[src/rtl/mult_div_unit.sv]
// Iterative HI/LO multiply/divide unit: shift-add multiply, restoring divide,
// one iteration per operand bit followed by a sign-fixup cycle.
module mult_div_unit #(
  parameter int WIDTH = 32
) (
  input  logic             clk,
  input  logic             Reset,
  input  logic             Start,
  input  logic [1:0]       Op,
  input  logic [WIDTH-1:0] Operand_A,
  input  logic [WIDTH-1:0] Operand_B,
  input  logic             Write_HI,
  input  logic             Write_LO,
  input  logic [WIDTH-1:0] Write_Data,
  output logic             Busy,
  output logic             Done,
  output logic             Div_By_Zero,
  output logic [WIDTH-1:0] HI,
  output logic [WIDTH-1:0] LO
);

  localparam int CW = $clog2(WIDTH + 1);

  typedef enum logic [1:0] {IDLE, MUL, DIV, FIX} state_t;

  state_t             state;
  logic               is_div;
  logic               sign_a;
  logic               sign_b;
  logic               div_zero;
  logic [WIDTH-1:0]   addend;
  logic [WIDTH-1:0]   orig_a;
  logic [2*WIDTH-1:0] acc;
  logic [CW-1:0]      cnt;

  logic               a_neg;
  logic               b_neg;
  logic [WIDTH-1:0]   mag_a;
  logic [WIDTH-1:0]   mag_b;
  logic [WIDTH:0]     mul_sum;
  logic [2*WIDTH-1:0] mul_next;
  logic [WIDTH:0]     rem_sh;
  logic [WIDTH-1:0]   quo_sh;
  logic [WIDTH:0]     rem_diff;
  logic [2*WIDTH-1:0] div_next;
  logic [2*WIDTH-1:0] prod_fix;
  logic [WIDTH-1:0]   quo_fix;
  logic [WIDTH-1:0]   rem_fix;

  // Unsigned ops (Op[0]=1) never take the magnitude path.
  always_comb begin
    a_neg = ~Op[0] & Operand_A[WIDTH-1];
    b_neg = ~Op[0] & Operand_B[WIDTH-1];
    mag_a = a_neg ? (~Operand_A + 1'b1) : Operand_A;
    mag_b = b_neg ? (~Operand_B + 1'b1) : Operand_B;
  end

  // acc = {partial product, remaining multiplier}; the add carry shifts into the top.
  always_comb begin
    mul_sum  = {1'b0, acc[2*WIDTH-1:WIDTH]} + (acc[0] ? {1'b0, addend} : {(WIDTH+1){1'b0}});
    mul_next = {mul_sum, acc[WIDTH-1:1]};
  end

  // acc = {remainder, quotient}; the shifted remainder needs one extra bit before the trial subtract.
  always_comb begin
    rem_sh   = acc[2*WIDTH-1:WIDTH-1];
    quo_sh   = {acc[WIDTH-2:0], 1'b0};
    rem_diff = rem_sh - {1'b0, addend};
    if (rem_sh >= {1'b0, addend})
      div_next = {rem_diff[WIDTH-1:0], quo_sh | {{(WIDTH-1){1'b0}}, 1'b1}};
    else
      div_next = {rem_sh[WIDTH-1:0], quo_sh};
  end

  always_comb begin
    prod_fix = (sign_a ^ sign_b) ? (~acc + 1'b1) : acc;
    quo_fix  = (sign_a ^ sign_b) ? (~acc[WIDTH-1:0] + 1'b1) : acc[WIDTH-1:0];
    rem_fix  = sign_a ? (~acc[2*WIDTH-1:WIDTH] + 1'b1) : acc[2*WIDTH-1:WIDTH];
  end

  always_ff @(posedge clk or posedge Reset) begin
    if (Reset) begin
      state       <= IDLE;
      is_div      <= 1'b0;
      sign_a      <= 1'b0;
      sign_b      <= 1'b0;
      div_zero    <= 1'b0;
      addend      <= '0;
      orig_a      <= '0;
      acc         <= '0;
      cnt         <= '0;
      Busy        <= 1'b0;
      Done        <= 1'b0;
      Div_By_Zero <= 1'b0;
      HI          <= '0;
      LO          <= '0;
    end else begin
      Done <= 1'b0;
      case (state)
        IDLE: begin
          if (Start) begin
            is_div   <= Op[1];
            sign_a   <= a_neg;
            sign_b   <= b_neg;
            orig_a   <= Operand_A;
            div_zero <= (Operand_B == '0);
            cnt      <= '0;
            Busy     <= 1'b1;
            if (Op[1]) begin
              acc    <= {{WIDTH{1'b0}}, mag_a};
              addend <= mag_b;
              state  <= DIV;
            end else begin
              acc    <= {{WIDTH{1'b0}}, mag_b};
              addend <= mag_a;
              state  <= MUL;
            end
          end else begin
            if (Write_HI) HI <= Write_Data;
            if (Write_LO) LO <= Write_Data;
          end
        end
        MUL: begin
          acc <= mul_next;
          cnt <= cnt + 1'b1;
          if (cnt == CW'(WIDTH - 1)) state <= FIX;
        end
        DIV: begin
          acc <= div_next;
          cnt <= cnt + 1'b1;
          if (cnt == CW'(WIDTH - 1)) state <= FIX;
        end
        FIX: begin
          if (!is_div) begin
            HI <= prod_fix[2*WIDTH-1:WIDTH];
            LO <= prod_fix[WIDTH-1:0];
          end else if (div_zero) begin
            HI          <= orig_a;
            LO          <= '1;
            Div_By_Zero <= 1'b1;
          end else begin
            HI          <= rem_fix;
            LO          <= quo_fix;
            Div_By_Zero <= 1'b0;
          end
          Busy  <= 1'b0;
          Done  <= 1'b1;
          state <= IDLE;
        end
        default: state <= IDLE;
      endcase
    end
  end

endmodule
[config.mk]
export PLATFORM = sky130hd
export DESIGN_NAME = mult_div_unit
export DESIGN_NICKNAME = d
export VERILOG_FILES = /design/src/rtl/mult_div_unit.sv
export SDC_FILE = /design/constraint.sdc
export NUM_CORES = 1
export LEC_CHECK = 0
export CORE_MARGIN = 10
export CORE_UTILIZATION = 57
export CTS_CLUSTER_DIAMETER = 80
export CTS_CLUSTER_SIZE = 28
export DETAILED_ROUTE_END_ITERATION = 8
export PLACE_DENSITY = 0.8
export SYNTH_ARGS = -nofsm -noshare
export SYNTH_HDL_FRONTEND = slang
export SYNTH_SLANG_ARGS = --single-unit
export TNS_END_PERCENT = 50
[constraint.sdc]
create_clock -name clk -period 7.3 [get_ports clk]
set_input_delay 1.095 -clock clk [delete_from_list [all_inputs] [get_ports clk]]
set_output_delay 1.095 -clock clk [all_outputs]
set_load 0.1 [all_outputs]
Word level (Yosys, flattened, before mapping)
Index checks and enable logic that the tools add are counted.
{"block": "classes", "mux": 31, "n_bitwise": 9, "n_reduce_logical": 14, "add_sub_neg": 8, "n_lt_le_gt_ge": 1, "eq_ne": 9}
{"operator": "2-to-1 mux 32 bit", "n": 15}
{"operator": "2-to-1 mux 64 bit", "n": 3}
{"operator": "one-hot mux 64 bit (3 select lines)", "n": 1}
{"operator": "adder 32 x 1 -> 32 bit (second input constant)", "n": 4}
{"operator": "inverter 32 bit", "n": 4}
{"operator": "one-hot mux 32 bit (2 select lines)", "n": 2}
{"operator": "adder 64 x 1 -> 64 bit (second input constant)", "n": 1}
{"operator": "inverter 64 bit", "n": 1}
{"operator": "adder 32 x 32 -> 33 bit", "n": 1}
{"operator": ">= comparator 33 x 32 -> 1 bit", "n": 1}
{"operator": "zero test 32 bit", "n": 1}
{"operator": "subtractor 32 bit", "n": 1}
{"operator": "one-hot mux 6 bit (2 select lines)", "n": 1}
{"operator": "AND reduction 2 bit", "n": 6}
{"operator": "inequality test 2 bit (second input constant)", "n": 4}
{"operator": "adder 6 x 1 -> 6 bit (second input constant)", "n": 1}
{"operator": "== test 6 x 5 -> 1 bit (second input constant)", "n": 1}
{"operator": "2-to-1 mux 2 bit", "n": 3}
{"operator": "2-to-1 mux 6 bit", "n": 1}
{"operator": "one-hot mux 2 bit (3 select lines)", "n": 1}
{"operator": "AND reduction 3 bit", "n": 2}
{"operator": "== test 2 bit (second input constant)", "n": 2}
{"operator": "nonzero test 2 bit", "n": 2}
{"operator": "2-to-1 mux 1 bit", "n": 3}
{"operator": "9 further kinds", "n": 10}
{"block": "word_totals", "in_bits": 103, "output_inout_bits": 67, "register_bits": 207, "word_cells": 86}

Logic depth before layout (Yosys ltp)
Gate-level depths: netlist of the first run.
{"block": "depth", "depth_word": 6, "depth_mapped": 14, "mapped_depth_nobuf": 13}

Worst setup path before layout of the first run
OpenSTA, ideal clock, no wires.
{"block": "synth_path", "path_kind": "register to register", "start": "register acc[0]", "end": "register acc[59]", "synth_period_minus_slack_ns": 3.348, "path_stages_with_launch": 14, "path_buffers": 1, "arrival_ns": 3.214, "setup_ns": 0.134, "required_ns": 7.166, "slack_ns": 3.952, "path_cell_list": "dfrtp_1 > inv_1 > clkbuf_1 > nor2_1 > ha_1 > nor2b_1 > o31a_1 > o41a_1 > a31o_2 > nand2_1 > o311ai_0 > a221oi_1 > xor2_1 > o21ai_0"}
{"block": "synth_between", "elab_chain_len": 3}
{"element": "start, declared", "line_no": "33", "rtl": "logic [2*WIDTH-1:0] acc;"}
{"element": "start signal, assigned", "line_no": "110", "rtl": "acc <= {{WIDTH{1'b0}}, mag_a};"}
{"element": "start signal, assigned", "line_no": "114", "rtl": "acc <= {{WIDTH{1'b0}}, mag_b};"}
{"element": "start signal, assigned", "line_no": "124", "rtl": "acc <= mul_next;"}
{"element": "2-to-1 mux 32 bit", "line_no": "60", "rtl": "mul_sum = {1'b0, acc[2*WIDTH-1:WIDTH]} + (acc[0] ? {1'b0, addend} : {(WIDTH+1){1'b0}});"}
{"element": "adder 32 x 32 -> 33 bit", "line_no": "60"}
{"element": "one-hot mux 64 bit (3 select lines)", "line_no": "99", "rtl": "case (state)"}
No other way between the ends.
A chain may end at the register's enable or synchronous reset.

Worst setup path in the final report of the first run
{"block": "layout_path", "start": "register acc[42]", "end": "register acc[57]"}
{"block": "layout_between", "elab_chain_len": 3, "word_cells_on_any_way": 5, "classes_between": "add/sub (2); order compare (1); mux (2)"}
{"element": "subtractor 32 bit or >= comparator 33 x 32 -> 1 bit (tied branches)", "line_no": "68, 69"}
{"element": "2-to-1 mux 64 bit", "line_no": "69", "rtl": "if (rem_sh >= {1'b0, addend})"}
{"element": "one-hot mux 64 bit (3 select lines) *", "line_no": "99"}
Mark *: on every way between the ends. The rest lies on a longest branch, timed or not.

==> results by group, run 1 <==
Outcome
  • Status: finished clean

Logic synthesis
  • EDFF count, synth: 0
  • Post-synth top area share: 0.305
  • Seq cells post-synth: just over 200
  • Mean post-synth cell area: 7.85 um^2
  • Asr flop ratio synth: 1.00
  • Cell area after synthesis: 0.0170 mm^2
  • Mapped Cells: 2163
  • Register area share after synthesis: 0.305
  • Top post-synthesis cells by area: dfrtp_1 (31%), o21ai_0 (7.1%), ha_1 (5.4%)
  • Syn nets: 2341
  • Synth cell types: 80
  • Synth Warn #: 0
  • Post-synth top flop: dfrtp_1
  • Leading area contributor after synthesis: dfrtp_1

Clocking
  • Cts-stage hold buffer count: 0
  • Clock buffer depth: 3
  • Worst-path clk slew: 90 ps
  • Sink Count: a little over 200
  • H-tree depth: 1
  • Post_cts resized: 0
  • CTS tree: done
  • CTS Buf Count: 16
  • CTS root buffer: clkbuf_16
  • Setup bufs post-CTS: 0
  • Clock latency on the worst-skew pair: roughly 530 ps

Power
  • PD cells: 561 mW/mm^2
  • Pleak: 8.16 nW
  • Peak supply drop: approximately 360 uV
  • Total power: 10.8 mW

Timing
  • Final hold vios: 0
  • Final setup fails: 0
  • Final setup margin: 2920 ps
  • Least-Margin Pin Slew: 1220 ps
  • Final period util: 0.600
  • Slew HR: 0.184
  • FMAX: 0.228 GHz
  • Final Max Tran Viols: 0
  • Fin Hold WS: 488 ps
  • Minimum clock period: 4380 ps
  • Setup tns final: 0 ps
  • Clock skew: 33.4 ps
  • RSZ-0062 raised after global routing: false

Placement
  • Setup WS pre-CTS: 2900 ps
  • Placed cell area: roughly 0.019 mm^2
  • Placed insts: 2579
  • Port bufs: 169
  • DP Wirelength: around 50000 um
  • Routability congestion estimate: 1.02

Critical path
  • RR Startpoint: acc[42]$_DFFE_PP0P_
  • CP Class: flip-flop to flip-flop
  • Worst R2R Setup Slack: between 2000 and 3000 ps
  • Crit-path slowest cell: dfrtp_1
  • Critical path arrival: 4750 ps
  • CP Launch Type: flip-flop
  • Worst path cell trace: ha_1 > a211oi_1 > o22a_1 > a21boi_0 > a31oi_1 > nor3_1 > a22oi_2 > buf_4 > and2_0 > a221oi_1 > o21ai_0
  • Top delay family on crit path: compound AO/OA/AOI/OAI gates
  • Setup crit end kind: flip-flop
  • R2r worst-path depth: 11
  • Crit Path Max Fanout: 28
  • FF-to-FF End: acc[57]$_DFFE_PP0P_
  • Crit-path max cell delay: 560 ps
  • Critical Path RT: approximately 7700 ps
  • CP bufs+invs: 1

Layout
  • Layout cells sized above 1: 0.0537
  • Area growth from synthesis to layout: 13.8%
  • Nets: 2385
  • Final cell count without fillers: around 2600
  • Layout Utilization: 0.655
  • Design area: 0.0193 mm^2
  • FILL cells: 2555

Die
  • Ports: 170
  • Core area: slightly below 0.03 mm^2
  • Full die area: between 0.03 and 0.04 mm^2
  • Die width: 193 um
  • Initial core utilization: 0.576
  • Die Span Y: 193 um
  • # rows: 63

Detailed routing
  • Via/cell ratio: 6.79
  • WL final: 67100 um
  • WL per Instance: 25.7 um
  • DRT Pass-1 Iters: 7
  • Drt drc: 0
  • Initial DRC count: 2326
  • DR vias: 17700
  • Final antenna-violating net count: 0

Global routing
  • Number of global-route vias before repair: around 16000
  • Initial antenna violation count: 3
  • Grt total ovfl: 0
  • GRT Util Overall: 0.348
  • First-pass GRT wire length: between 90000 and 100000 um
  • Largest net degree at the start of global routing: 107

Hold path
  • Worst Hold Depth: 2
  • Hold_sp: Div_By_Zero$_DFFE_PP0P_
  • Hold path endpoint: Div_By_Zero$_DFFE_PP0P_
  • Tightest Hold Check Type: flip-flop to flip-flop

Flow run
  • Max cap viols: 0
-- worst max-delay path by stage --
stage                                   start                   to  slack, ps  cells after the start
after global placement           Operand_A[2]  acc[27]$_DFFE_PP0P_       3010                     10
after detailed placement         Operand_A[2]  acc[27]$_DFFE_PP0P_       2900                     10
final                     acc[42]$_DFFE_PP0P_  acc[57]$_DFFE_PP0P_       2920                     11
after global routing      acc[42]$_DFFE_PP0P_  acc[57]$_DFFE_PP0P_       2740                     11
after floorplan                         Reset     Busy$_DFFE_PP0P_        550                      1
after CTS                  acc[0]$_DFFE_PP0P_  acc[63]$_DFFE_PP0P_       3120                     14
-- flip-flops by register name (all words and copies together), names as in the netlist --
signal	flops
acc	64
HI	32
LO	32
addend	32
orig_a	32
cnt	6
state	2
Busy	1
Div_By_Zero	1
Done	1
div_zero	1
is_div	1
sign_a	1
sign_b	1
-- layout by cell type (no fill, tap or decap), types with 6 or more instances in the layout --
cell type and count:
a211o_1 6, a211oi_1 11, a21o_1 31, a21oi_1 177, a221o_1 6, a221oi_1 6
a22oi_1 50, a31oi_1 20, and2_1 9, and3_1 29, buf_4 23, clkbuf_16 17
clkdlybuf4s50_1 168, dfrtp_1 207, ha_1 73, inv_1 72, mux2_2 37, mux2i_1 26
nand2_1 238, nand2b_1 21, nand3_1 32, nand4_1 19, nor2_1 173, nor2b_1 10
nor3_1 43, nor3b_1 7, nor4_1 20, nor4b_1 6, o211ai_1 25, o21ai_0 240
o21bai_1 9, o221ai_1 44, o22ai_1 40, o31ai_1 19, o41ai_1 7, or3_1 16
or4_1 12, xnor2_1 87, xor2_1 86
-- worst register-to-register path, delay by kind of cell (launching register included) --
| kind | cells | cell delay [ps] |
|---|---|---|
| and+or+nand+nor | 2 | 870 |
| buffers and inverters | 1 | 360 |
| AOI/OAI and AO/OA | 7 | 2080 |
| DFF | 1 | 560 |
| adders and majority gates | 1 | 370 |
-- routing by layer --
| metal | vias to the layer above | routed length, um | global-route usage | share of wire |
|---|---|---|---|---|
| met1 | 8502 | 27500 | 0.470 | 0.41 |
| met2 | 1105 | 28700 | 0.519 | 0.43 |
| li1 | 7919 | - | - | - |
| met4 | 4 | 3130 | 0.151 | 0.047 |
| met3 | 189 | 7790 | 0.0858 | 0.12 |
| met5 | - | 27 | 0 | 0.00040 |
-- cell type report --
type,instances,area [um^2],area share
Timing Repair Buffer,192,1860,0.0962
Tap cell,390,488,0.0253
Sequential cell,207,5180,0.268
Antenna cell,2,5.00,0.000259
Clock inverter,9,161,0.00836
Multi-Input combinational cell,1717,10900,0.565
Inverter,73,282,0.0146
Clock buffer,18,429,0.0222
-- logic make-up after synthesis --
| kind of cell | count (synthesis) | share of synthesized area |
|---|---|---|
| AOI/OAI and AO/OA | 740 | 0.270 |
| and+or+nand+nor | 664 | 0.185 |
| buffers and inverters | 239 | 0.0542 |
| DFF | 207 | 0.305 |
| xor gates and xnor gates | 175 | 0.0903 |
| adders and majority gates | 75 | 0.0561 |
| muxes | 63 | 0.0399 |
-- report_power, final --
part / leakage [nW] / switching, mW / internal [mW] / total (mW)
clock network: 0.285 / 0.545 / 0.505 / 1.05
logic: 5.26 / 5.21 / 2.31 / 7.52
registers: 2.61 / 0.612 / 1.65 / 2.26
-- cells in the mapped netlist, types with 20 or more instances --
library cell and number:
a21o_1 31, a21oi_1 178, a22oi_1 51, a31oi_1 20
and3_1 29, clkbuf_1 146, dfrtp_1 207, ha_1 73
inv_1 73, mux2_2 37, mux2i_1 26, nand2_1 239
nand2b_1 21, nand3_1 32, nor2_1 173, nor3_1 43
nor4_1 20, o211ai_1 25, o21ai_0 240, o221ai_1 44
o22ai_1 40, xnor2_1 88, xor2_1 87
No activity file was read; power rests on OpenSTA's default activity.
==> run 2, diff against run 1 <==
Settings changed: CORE_UTILIZATION 57 to 53, PLACE_DENSITY 0.8 to 0.78.
Clock period 7.3 ns to 3.9 ns, I/O delays scaled along.
==> results by group, run 2 (synthesized netlist as in run 1, its figures left out) <==
Timing
  • Final Max Tran Viols: 0
  • FMAX: about 0.27 GHz
  • Least-Margin Pin Slew: 1040 ps
  • RSZ-0062 raised after global routing: false
  • Slew HR: 0.307
  • Setup tns final: 0 ps
  • Clock skew: 35.9 ps
  • Final period util: 0.951
  • Fin Hold WS: 429 ps
  • Final setup fails: 0
  • Minimum clock period: 3710 ps
  • Final hold vios: 0

Layout
  • Nets: 2477
  • Most flop-heavy register: acc
  • Layout cells sized above 1: 0.0928
  • Commonest non-fill, non-tap cell in the layout: o21ai_0
  • Most frequent cells in the layout: o21ai_0 (240), nand2_1 (238), dfrtp_1 (207), a21oi_1 (177), nor2_1 (173)
  • FILL cells: 2785
  • Area growth from synthesis to layout: 18.4%
  • Max FFs per register: 64
  • ANT cells: 0

Placement
  • DP Wirelength: between 50000 and 60000 um
  • Routability congestion estimate: 1.03
  • Port bufs: 169

Detailed routing
  • Initial DRC count: about 2300
  • Drt drc: 0
  • Via/cell ratio: around 6.7
  • Final antenna-violating net count: 0
  • DR vias: 18000
  • DRT Pass-1 Iters: 6
  • WL final: a little under 70000 um
  • WL per Instance: roughly 25 um

Critical path
  • Crit Path Max Fanout: 6
  • Setup crit end kind: flip-flop
  • Worst Setup SP: addend[11]$_DFFE_PP0P_
  • RR Startpoint: addend[11]$_DFFE_PP0P_
  • CP Class: flip-flop to flip-flop
  • Critical Path RT: 4320 ps
  • Critical path arrival: 4120 ps
  • CP Launch Type: flip-flop

Clocking
  • Setup bufs post-CTS: 0
  • Clock latency on the worst-skew pair: 540 ps
  • CTS Buf Count: 16
  • Clock buffer depth: 3
  • CTS tree: done
  • Worst-path clk slew: approximately 100 ps
  • H-tree depth: 1
  • Sink Count: 207
  • CTS root buffer: clkbuf_16

Global routing
  • First-pass GRT wire length: 103000 um
  • Number of global-route vias before repair: 17000
  • Largest net degree at the start of global routing: 71
  • GRT Util Overall: 0.339
  • Initial antenna violation count: 0
  • Grt total ovfl: 0

Die
  • Core area: 0.0316 mm^2
  • Die width: 199 um
  • # rows: 65
  • Die Span Y: ~200 um
  • Full die area: 0.0396 mm^2
  • Initial core utilization: 0.538
  • Ports: 170

Outcome
  • Status: finished clean

Flow run
  • Max cap viols: 0

Power
  • PD cells: 1040 mW/mm^2
  • Pleak: approximately 8.6 nW
  • Peak supply drop: roughly 840 uV

Hold path
  • Tightest Hold Check Type: input port to flip-flop
  • Hold_sp: Op[1]
-- run 2: changes by cell type in the layout (fill, tap and decap cells not counted), sizes merged --
| cell | change |
|---|---|
| buf | +92 |
| clkinv | +4 |
| inv | -3 |
| diode | -2 |
| bufinv | -1 |
| clkbuf | -1 |
-- run 2: area by class of cell --
class,count,area [um^2],area share
clock buffers,17,425,0.0212
clock inverters,9,196,0.00977
well taps,402,503,0.0250
repair buffers,284,2600,0.129
inverters,73,278,0.0138
multi-input cells,1717,10900,0.543
flip-flops and latches,207,5180,0.258
-- run 2: per-stage QoR --
stage	power (mW)	cells	instance area, um^2	utilization	worst slack [ps]
floorplan	13.9	2163	17000	-	552
global placement	18.4	2683	19500	0.617	298
detailed placement	18.6	2683	19500	0.617	204
CTS	20.6	2709	20100	0.637	183
global route	22.1	2709	20100	0.637	7.40
finish	20.9	2709	20100	0.637	193
-- run 2: routing by layer --
layer | global-route usage | vias up | share of wire
met5 | 0 | - | 0
met4 | 0.148 | 0 | 0.046
met3 | 0.0578 | 172 | 0.11
met2 | 0.516 | 1059 | 0.43
met1 | 0.463 | 8667 | 0.41
li1 | - | 8118 | -
-- run 2: final timing paths --
check | to | slack [ps] | cells after the start
setup / recovery | acc[0]$_DFFE_PP0P_ | 190 | 13
hold / removal | state[1]$_DFFE_PP0P_ | 430 | 3
setup reg to reg | acc[0]$_DFFE_PP0P_ | 190 | 13
hold reg to reg | Div_By_Zero$_DFFE_PP0P_ | 490 | 2
max in group asynchronous | cnt[4]$_DFFE_PP0P_ | 2390 | 3
min in group asynchronous | LO[15]$_DFFE_PP0P_ | 560 | 2
-- run 2: critical path, stage by stage (launching register included) --
cell,delay [ps]
dfrtp_1,360
inv_1,80
ha_1,390
a211oi_1,420
o22a_1,240
a21boi_0,410
a31oi_1,250
nor3_1,370
a22oi_2,140
buf_4,210
buf_4,180
a22oi_1,210
a211o_1,220
o21ai_0,90
-- run 2: what timing repair did --
action,CTS,global route
hold buffers,0,0
gates resized for setup,0,3
setup endpoints to repair,0,5
-- run 2: report_power, final --
group / internal [mW] / switching [mW]
clock network: 0.898 / 1.05
logic: 4.88 / 10.0
registers: 3.09 / 1.01
total: 8.87 / 12.1
